## src/rtl/pipe_ctrl_pkg.sv

```systemverilog
// Shared definitions for the pipeline hazard controller: multiply-unit FSM
// encodings, the "source unused" Tuse marker and default multiply-unit latencies.
package pipe_ctrl_pkg;

    typedef enum logic {
        MD_IDLE = 1'b0,
        MD_BUSY = 1'b1
    } md_state_t;

    // Tuse value meaning the D instruction never reads that source register
    localparam logic [1:0] TUSE_UNUSED = 2'd3;

    localparam int MULT_CYC_DEF = 5;
    localparam int DIV_CYC_DEF  = 10;

endpackage

```

## src/rtl/pipe_ctrl_md_timer.sv

```systemverilog
// Multiply-unit occupancy timer: IDLE/BUSY FSM with a down-counter loaded at
// operation start; o_busy is high exactly while the operation is in flight.
module md_timer
    import pipe_ctrl_pkg::*;
#(
    parameter int MULT_CYC = MULT_CYC_DEF,
    parameter int DIV_CYC  = DIV_CYC_DEF
) (
    input  logic clk,
    input  logic reset,
    input  logic i_start,
    input  logic i_is_div,
    input  logic i_req,
    output logic o_busy
);

    localparam int CW = $clog2(DIV_CYC + 1);

    md_state_t       r_state;
    md_state_t       w_state_nxt;
    logic [CW-1:0]   r_cnt;
    logic [CW-1:0]   w_cnt_nxt;

    always_ff @(posedge clk) begin
        if (!reset) begin
            r_state <= MD_IDLE;
            r_cnt   <= '0;
        end else begin
            r_state <= w_state_nxt;
            r_cnt   <= w_cnt_nxt;
        end
    end

    // A start is only honoured from IDLE and never for a flushed instruction;
    // a flush arriving mid-operation lets the operation run to completion.
    always_comb begin
        w_state_nxt = r_state;
        w_cnt_nxt   = r_cnt;
        case (r_state)
            MD_IDLE: begin
                if (i_start && !i_req) begin
                    w_state_nxt = MD_BUSY;
                    w_cnt_nxt   = i_is_div ? CW'(DIV_CYC) : CW'(MULT_CYC);
                end
            end
            MD_BUSY: begin
                w_cnt_nxt = r_cnt - 1'b1;
                if (r_cnt <= CW'(1)) begin
                    w_state_nxt = MD_IDLE;
                    w_cnt_nxt   = '0;
                end
            end
            default: begin
                w_state_nxt = MD_IDLE;
                w_cnt_nxt   = '0;
            end
        endcase
    end

    assign o_busy = (r_state == MD_BUSY);

endmodule

```

## src/rtl/pipe_ctrl.sv

```systemverilog
// Pipeline stall/flush controller: register-dependency and multiply-unit hazards.
// Optional stall counter output enabled by defining PIPE_CTRL_STALL_CNT_EN.
module pipe_ctrl
    import pipe_ctrl_pkg::*;
#(
    parameter int MULT_CYC = MULT_CYC_DEF,
    parameter int DIV_CYC  = DIV_CYC_DEF
) (
    input  logic        clk,
    input  logic        reset,
    input  logic [4:0]  D_A1,
    input  logic [4:0]  D_A2,
    input  logic [1:0]  D_TuseRs,
    input  logic [1:0]  D_TuseRt,
    input  logic [4:0]  E_A3,
    input  logic [4:0]  M_A3,
    input  logic [1:0]  E_Tnew,
    input  logic [1:0]  M_Tnew,
    input  logic        D_isMD,
    input  logic        E_start,
    input  logic        E_isDiv,
    input  logic        Req,
    output logic        F_PC_WE,
    output logic        D_WE,
    output logic        E_clr,
    output logic        MD_Busy,
`ifdef PIPE_CTRL_STALL_CNT_EN
    output logic [31:0] stall_cnt,
`endif
    output logic        Stall
);

    logic w_rs_stall;
    logic w_rt_stall;
    logic w_data_stall;
    logic w_md_stall;

    // Register 0 is never a real dependency; a Tnew larger than Tuse means the
    // producer cannot forward in time.
    assign w_rs_stall = (D_A1 != 5'd0) && (D_TuseRs != TUSE_UNUSED) &&
                        (((D_A1 == E_A3) && (E_Tnew > D_TuseRs)) ||
                         ((D_A1 == M_A3) && (M_Tnew > D_TuseRs)));
    assign w_rt_stall = (D_A2 != 5'd0) && (D_TuseRt != TUSE_UNUSED) &&
                        (((D_A2 == E_A3) && (E_Tnew > D_TuseRt)) ||
                         ((D_A2 == M_A3) && (M_Tnew > D_TuseRt)));

    assign w_data_stall = w_rs_stall || w_rt_stall;
    assign w_md_stall   = D_isMD && (E_start || MD_Busy);

    assign Stall   = (w_data_stall || w_md_stall) && !Req;
    assign F_PC_WE = !Stall;
    assign D_WE    = !Stall;
    assign E_clr   = Stall;

    md_timer #(
        .MULT_CYC (MULT_CYC),
        .DIV_CYC  (DIV_CYC)
    ) u_md_timer (
        .clk      (clk),
        .reset    (reset),
        .i_start  (E_start),
        .i_is_div (E_isDiv),
        .i_req    (Req),
        .o_busy   (MD_Busy)
    );

`ifdef PIPE_CTRL_STALL_CNT_EN
    logic [31:0] r_stall_cnt;

    always_ff @(posedge clk) begin
        if (!reset)
            r_stall_cnt <= '0;
        else if (Stall)
            r_stall_cnt <= r_stall_cnt + 32'd1;
    end

    assign stall_cnt = r_stall_cnt;
`endif

endmodule

```

## config.mk

```make
export PLATFORM = sky130hd
export DESIGN_NAME = pipe_ctrl
export DESIGN_NICKNAME = d
export VERILOG_FILES = /design/src/rtl/pipe_ctrl_pkg.sv /design/src/rtl/pipe_ctrl_md_timer.sv /design/src/rtl/pipe_ctrl.sv
export SDC_FILE = /design/constraint.sdc
export NUM_CORES = 1
export LEC_CHECK = 0
export ABC_CLOCK_PERIOD_IN_PS = 2350
export BUFFER_PORTS_ARGS = -buffer_cell sky130_fd_sc_hd__buf_4
export CORE_MARGIN = 2
export CORE_UTILIZATION = 30
export DETAILED_ROUTE_END_ITERATION = 12
export PLACE_DENSITY_LB_ADDON = 0.3
export SKIP_CTS_REPAIR_TIMING = 1
export SYNTH_ARGS = -nofsm -noshare
export SYNTH_HDL_FRONTEND = slang
export SYNTH_HIERARCHICAL = 1
export SYNTH_SLANG_ARGS = --single-unit
```

## constraint.sdc

```tcl
create_clock -name clk -period 2.35 [get_ports clk]
set_input_delay 0.3525 -clock clk [delete_from_list [all_inputs] [get_ports clk]]
set_output_delay 0.3525 -clock clk [all_outputs]
set_load 0.01 [all_outputs]
```

==> results.py, run 1 <==
metrics = {
    "yosys": {
        "yosysTopAreaCellShare": 0.155,
        "yosysSeqAreaShare": 0.124,
        "avgSynthCellArea_sq_um": 7.75,
        "synthArstFlopShare": 0,
        "ys_types": 32,
        "yosys-top-cells-count": "inv_1 (13), xnor2_1 (12), ha_1 (10)",
        "synth_nets": 148,
        "yosys_warnings": 6,
        "synth.most_common_cell": "inv_1",
        "postSynthCellCount": 104,
        "synth_edf_count": 0,
        "synth_largest_area_cell": "ha_1",
        "synth_area_leaders": "ha_1 (16%), xnor2_1 (13%), dfxtp_1 (12%)",
        "yosys_most_used_dff": "dfxtp_1",
        "synth.cell_area_sq_um": 806,
        "ys_seq_elements": 5,
    },
    "die": {
        "num_rows": 18,
        "die_h_um": 55.8,
        "die_area_sq_um": 3120,
        "die_x_um": 55.8,
        "core_sq_um": 2520,
        "initial_core_util": 0.319,
        "boundaryPins": 39,
    },
    "final_layout": {
        "fillers": 268,
        "antenna_cells": 0,
        "area_growth_pct": 39.4,
        "finalCoreUtilization": 0.445,
        "instances_no_fill": 172,
        "drive_above_1_share": 0.317,
        "finalNetCount": 187,
    },
    "placed_design": {
        "post-dp-hpwl_um": 1950,
        "place_ws_ns": 0.170,
        "dp_cells": 168,
        "gp_congestion": 0.881,
        "numPortBuffers": 38,
    },
    "drt": {
        "firstDrtPassIters": 4,
        "remaining_drc_errors": 0,
        "wl_per_cell_um": 13.2,
        "avgViaCountPerCell": 5.08,
        "ant_nets": 0,
        "first_iter_violations": 32,
        "wl_um": 2270,
        "dr_total_vias": 873,
    },
    "run_status": {
        "status": "complete, no violations",
    },
    "cts": {
        "numCtsBuffers": 3,
        "clk_latency_ns": 0.24,
        "cts_tree": "yes",
        "clockBufferDepth": 2,
        "cts_sinks": 5,
        "root_buffer": "clkbuf_4",
        "h-tree-depth": 1,
        "path_clk_slew_ns": 0.05,
    },
    "global_route": {
        "gr-usage-all-layers": 0.157,
        "grt.busiest_layer": "met2",
        "use_met3": 0.0233,
        "grt_pass1_wl_um": 4000,
        "globalRouteOverflowTotal": 0,
        "antenna_found_initial": 0,
        "grtUsageMet1": 0.214,
        "grt_use_met2": 0.259,
        "grt_max_degree": 16,
        "first_global_vias": 836,
    },
    "worst_setup_path": {
        "worstSetupStartpointType": "input port",
        "worstSetupEndpointType": "primary output",
        "cp_common_cell": "buf_4",
        "cp_data_arrival_time_ns": 1.81,
        "worst-path-buf-inv": 3,
        "slowest_stage": "ha_1",
        "cp.required_ns": 2.00,
        "crit_type": "input port to primary output",
        "path_max_fanout": 2,
        "critical-path-max-stage-delay_ns": 0.30,
        "cp_cell_sequence": "buf_4 -> inv_1 -> ha_1 -> nand2_1 -> nand4_1 -> nor4_1 -> o21ai_0 -> and3_1 -> buf_4",
        "crit_family": "simple AND/OR/NAND/NOR gates",
    },
    "timing": {
        "tightest_slew_ns": 0.468,
        "finalHoldViolations": 0,
        "fmax_mhz": 463,
        "fin_crit_sh": 0.918,
        "rsz0062_at_grt": "no",
        "worst_slack_ns": 0.192,
        "slew_headroom": 0.688,
        "finalSetupTns_ns": 0,
        "fin_crit_ns": 2.16,
        "final_max_slew_viol_count": 0,
        "setup_viol": 0,
        "final.setup_skew_ns": 0.00200,
    },
    "power": {
        "power_density_nw_per_um2": 365,
        "p_leak_uw": 0.000521,
        "peakVddDrop_v": 0.000186,
    },
    "min_path": {
        "hp-class": "input port to flip-flop",
    },
    "run": {
        "max-cap-violations": 0,
    },
}
## worst register-to-register path: stages (launching register included)
cell      delay (ns)
dfxtp_1         0.40
inv_1           0.09
ha_1            0.23
nor2_1          0.31
o311ai_0        0.20
a21oi_1         0.20
## final cells by class
class | instances | area [sq um] | share of cell area
repair buffers | 38 | 285 | 0.254
multi-input cells | 82 | 626 | 0.557
clock buffers | 4 | 26.3 | 0.0234
inverters | 13 | 48.8 | 0.0434
flip-flops and latches | 5 | 100 | 0.0891
well taps | 30 | 37.5 | 0.0334
## power breakdown
group / internal [uW] / switching (uW)
registers: 94.1 / 18.8
clock network: 64.5 / 39.5
logic: 103 / 89.8
total: 262 / 148
## per-stage QoR
stage	area, sq um	hold WS, ns	total power (uW)
final	1120	0.389	410
after global routing	1120	0.382	446
after CTS	1120	0.383	410
after detailed placement	1100	0.596	306
after global placement	1100	0.586	301
after floorplan	806	0.481	218
## cell usage in the layout, fill, tap and decap left out, types with 2 or more instances in the layout
cell type / Yosys / final
a221oi_1: 2 / 2
inv_1: 13 / 13
o31ai_1: 2 / 2
ha_1: 10 / 10
xor2_1: 8 / 8
nand4_1: 4 / 4
buf_4: 2 / 38
nor4_1: 4 / 4
dfxtp_1: 5 / 5
o21ai_0: 2 / 2
o311a_2: 2 / 2
xnor2_1: 12 / 12
nand2_1: 6 / 6
nor3_1: 4 / 4
clkbuf_4: 0 / 3
a21oi_1: 7 / 7
nor2_1: 4 / 4
a211oi_1: 2 / 2
## per-layer routing
layer | vias up | wire length [um] | share of wire
met3 | 0 | 66 | 0.029
met1 | 394 | 1110 | 0.49
met4 | 0 | 0 | 0
li1 | 458 | - | -
met5 | - | 0 | 0
met2 | 21 | 1100 | 0.48
## registers in the layout (all words and copies together), names as in the netlist
signal	count
u_md_timer/o_busy	1
u_md_timer/r_cnt	4
## kinds of logic (layout without fill, tap and decap cells)
group                    Yosys count  after routing  share of synthesized area
AND/OR/NAND/NOR                   27             27                      0.179
buffers and inverters             17             55                     0.0994
XOR/XNOR                          20             20                      0.217
AO/OA/AOI/OAI                     25             25                      0.225
flip-flops                         5              5                      0.124
adder cells (fa/ha/maj)           10             10                      0.155
## path summary, 6_finish.rpt
path	start	to	slack [ns]	depth (start not counted)
max	D_TuseRt[1]	F_PC_WE	0.19	9
min	reset	u_md_timer/r_cnt[3]$_SDFFE_PN0P_	0.39	3
max reg2reg	u_md_timer/r_cnt[0]$_SDFFE_PN0P_	u_md_timer/r_cnt[1]$_SDFFE_PN0P_	0.84	5
min reg2reg	u_md_timer/r_cnt[1]$_SDFFE_PN0P_	u_md_timer/r_cnt[1]$_SDFFE_PN0P_	0.64	2
No activity file was read; power rests on OpenSTA's default activity.
==> inputs of run 2 (changes only) <==
--- a/config.mk
+++ b/config.mk
@@ -8,7 +8,7 @@
 export ABC_CLOCK_PERIOD_IN_PS = 2350
 export BUFFER_PORTS_ARGS = -buffer_cell sky130_fd_sc_hd__buf_4
 export CORE_MARGIN = 2
-export CORE_UTILIZATION = 30
+export CORE_UTILIZATION = 49
 export DETAILED_ROUTE_END_ITERATION = 12
 export PLACE_DENSITY_LB_ADDON = 0.3
 export SKIP_CTS_REPAIR_TIMING = 1
==> results.py, run 2 (same netlist as run 1, synthesis figures left out) <==
metrics = {
    "global_route": {
        "gr-usage-all-layers": 0.248,
        "globalRouteOverflowTotal": 0,
        "grt_max_degree": 16,
        "antenna_found_initial": 0,
        "grt_pass1_wl_um": 3580,
        "first_global_vias": 878,
    },
    "power": {
        "power_density_nw_per_um2": 361,
        "p_leak_uw": 0.000521,
        "p_int_uw": 261,
        "p_comb_frac": 0.486,
        "peakVddDrop_v": 0.000383,
        "total_power_uw": 399,
        "p_sw_frac": 0.345,
        "power_frac_clock": 0.234,
        "p_sw_uw": 138,
        "seq_power_share": 0.280,
    },
    "cts": {
        "clk_latency_ns": 0.23,
        "cts_tree": "yes",
        "root_buffer": "clkbuf_4",
        "cts_sinks": 5,
        "numCtsBuffers": 3,
        "clockBufferDepth": 2,
        "path_clk_slew_ns": 0.04,
        "h-tree-depth": 1,
    },
    "die": {
        "num_rows": 14,
        "core_sq_um": 1520,
        "boundaryPins": 39,
        "die_area_sq_um": 1980,
        "initial_core_util": 0.529,
        "die_h_um": 44.6,
        "die_x_um": 44.6,
    },
    "final_layout": {
        "antenna_cells": 0,
        "finalNetCount": 187,
        "finalCoreUtilization": 0.726,
        "regMostFlops": "u_md_timer/r_cnt",
        "final_common_cell": "buf_4",
        "layout_common_cells": "buf_4 (38), inv_1 (13), xnor2_1 (12), ha_1 (10), xor2_1 (8)",
        "fillers": 138,
        "drive_above_1_share": 0.317,
        "final-seq-area_sq_um": 100,
        "area_growth_pct": 37.3,
        "largest_reg_flops": 4,
        "multi_input_area_sq_um": 626,
    },
    "timing": {
        "setup_viol": 0,
        "fin_crit_sh": 0.945,
        "finalSetupTns_ns": 0,
        "slew_headroom": 0.702,
        "hold-worst-slack_ns": 0.407,
        "fin_crit_ns": 2.22,
        "final.setup_skew_ns": 0.00117,
        "rsz0062_at_grt": "no",
        "fmax_mhz": 450,
        "finalHoldViolations": 0,
        "tightest_slew_ns": 0.447,
        "final_max_slew_viol_count": 0,
    },
    "placed_design": {
        "post-dp-hpwl_um": 2000,
        "numPortBuffers": 38,
        "gp_congestion": 0.983,
    },
    "drt": {
        "avgViaCountPerCell": 5.71,
        "remaining_drc_errors": 0,
        "dr_total_vias": 902,
        "firstDrtPassIters": 4,
        "ant_nets": 0,
        "first_iter_violations": 39,
        "wl_per_cell_um": 14.3,
        "wl_um": 2260,
    },
    "min_path": {
        "hp-class": "input port to flip-flop",
    },
    "worst_setup_path": {
        "slowest_stage": "nor4_1",
        "cp_cell_sequence": "buf_4 -> inv_1 -> ha_1 -> nand2_1 -> nand4_1 -> nor4_1 -> o21ai_0 -> and3_1 -> buf_4",
        "crit_family": "simple AND/OR/NAND/NOR gates",
        "cp_common_cell": "buf_4",
        "crit_type": "input port to primary output",
        "worstSetupStartpointType": "input port",
        "critical-path-max-stage-delay_ns": 0.31,
        "worst-path-buf-inv": 3,
        "cp.required_ns": 2.00,
        "worstSetupEndpointType": "primary output",
        "cp_data_arrival_time_ns": 1.87,
        "path_max_fanout": 2,
    },
    "run": {
        "max-cap-violations": 0,
    },
    "run_status": {
        "status": "complete, no violations",
    },
}
## run 2: cell counts in the layout (fill, tap and decap cells not counted)
No cell type changed its count.
## run 2: worst reg2reg max path: cells and delay by family (launching register included)
family	cells	cell delay [ns]
AOI/OAI and AO/OA	2	0.42
adders and majority gates	1	0.23
buffers and inverters	1	0.08
DFF	1	0.39
and+or+nand+nor	1	0.27
## run 2: power by group through the flow
| stage | sequential [uW] | clock (uW) | combinational (uW) |
|---|---|---|---|
| global placement | 112 | 0 | 186 |
| finish | 112 | 93.5 | 194 |
| floorplan | 104 | 0 | 114 |
| detailed placement | 113 | 0 | 193 |
| global route | 114 | 107 | 216 |
| CTS | 111 | 98.8 | 194 |
## run 2: metal layers
layer  global-route usage  vias to the layer above  wire length (um)
met2                0.400                       39              1120
met5                    0                        -                 0
met1                0.289                      403               906
li1                     -                      452                 -
met3               0.0531                        8               173
met4                0.170                        0                59
## run 2: path summary, 6_finish.rpt
path	startpoint	end	slack, ns	cells past startpoint
min	reset	u_md_timer/r_cnt[1]$_SDFFE_PN0P_	0.41	3
max	D_TuseRt[1]	F_PC_WE	0.13	9
max reg2reg	u_md_timer/r_cnt[0]$_SDFFE_PN0P_	u_md_timer/r_cnt[3]$_SDFFE_PN0P_	0.86	5
min reg2reg	u_md_timer/r_cnt[1]$_SDFFE_PN0P_	u_md_timer/r_cnt[1]$_SDFFE_PN0P_	0.63	2
## run 2: area by class of cell
type                            count  area share
Multi-Input combinational cell     82       0.566
Timing Repair Buffer               38       0.258
Sequential cell                     5      0.0905
Inverter                           13      0.0441
Clock buffer                        4      0.0238
Tap cell                           16      0.0181
## run 2: per-stage QoR
step / cells / instance area [sq um] / setup slack [ns]
final: 158 / 1110 / 0.130
after global routing: 158 / 1110 / 0.0379
after CTS: 158 / 1110 / 0.135
after detailed placement: 154 / 1080 / 0.136
after global placement: 154 / 1080 / 0.221
after floorplan: 104 / 806 / 0.434
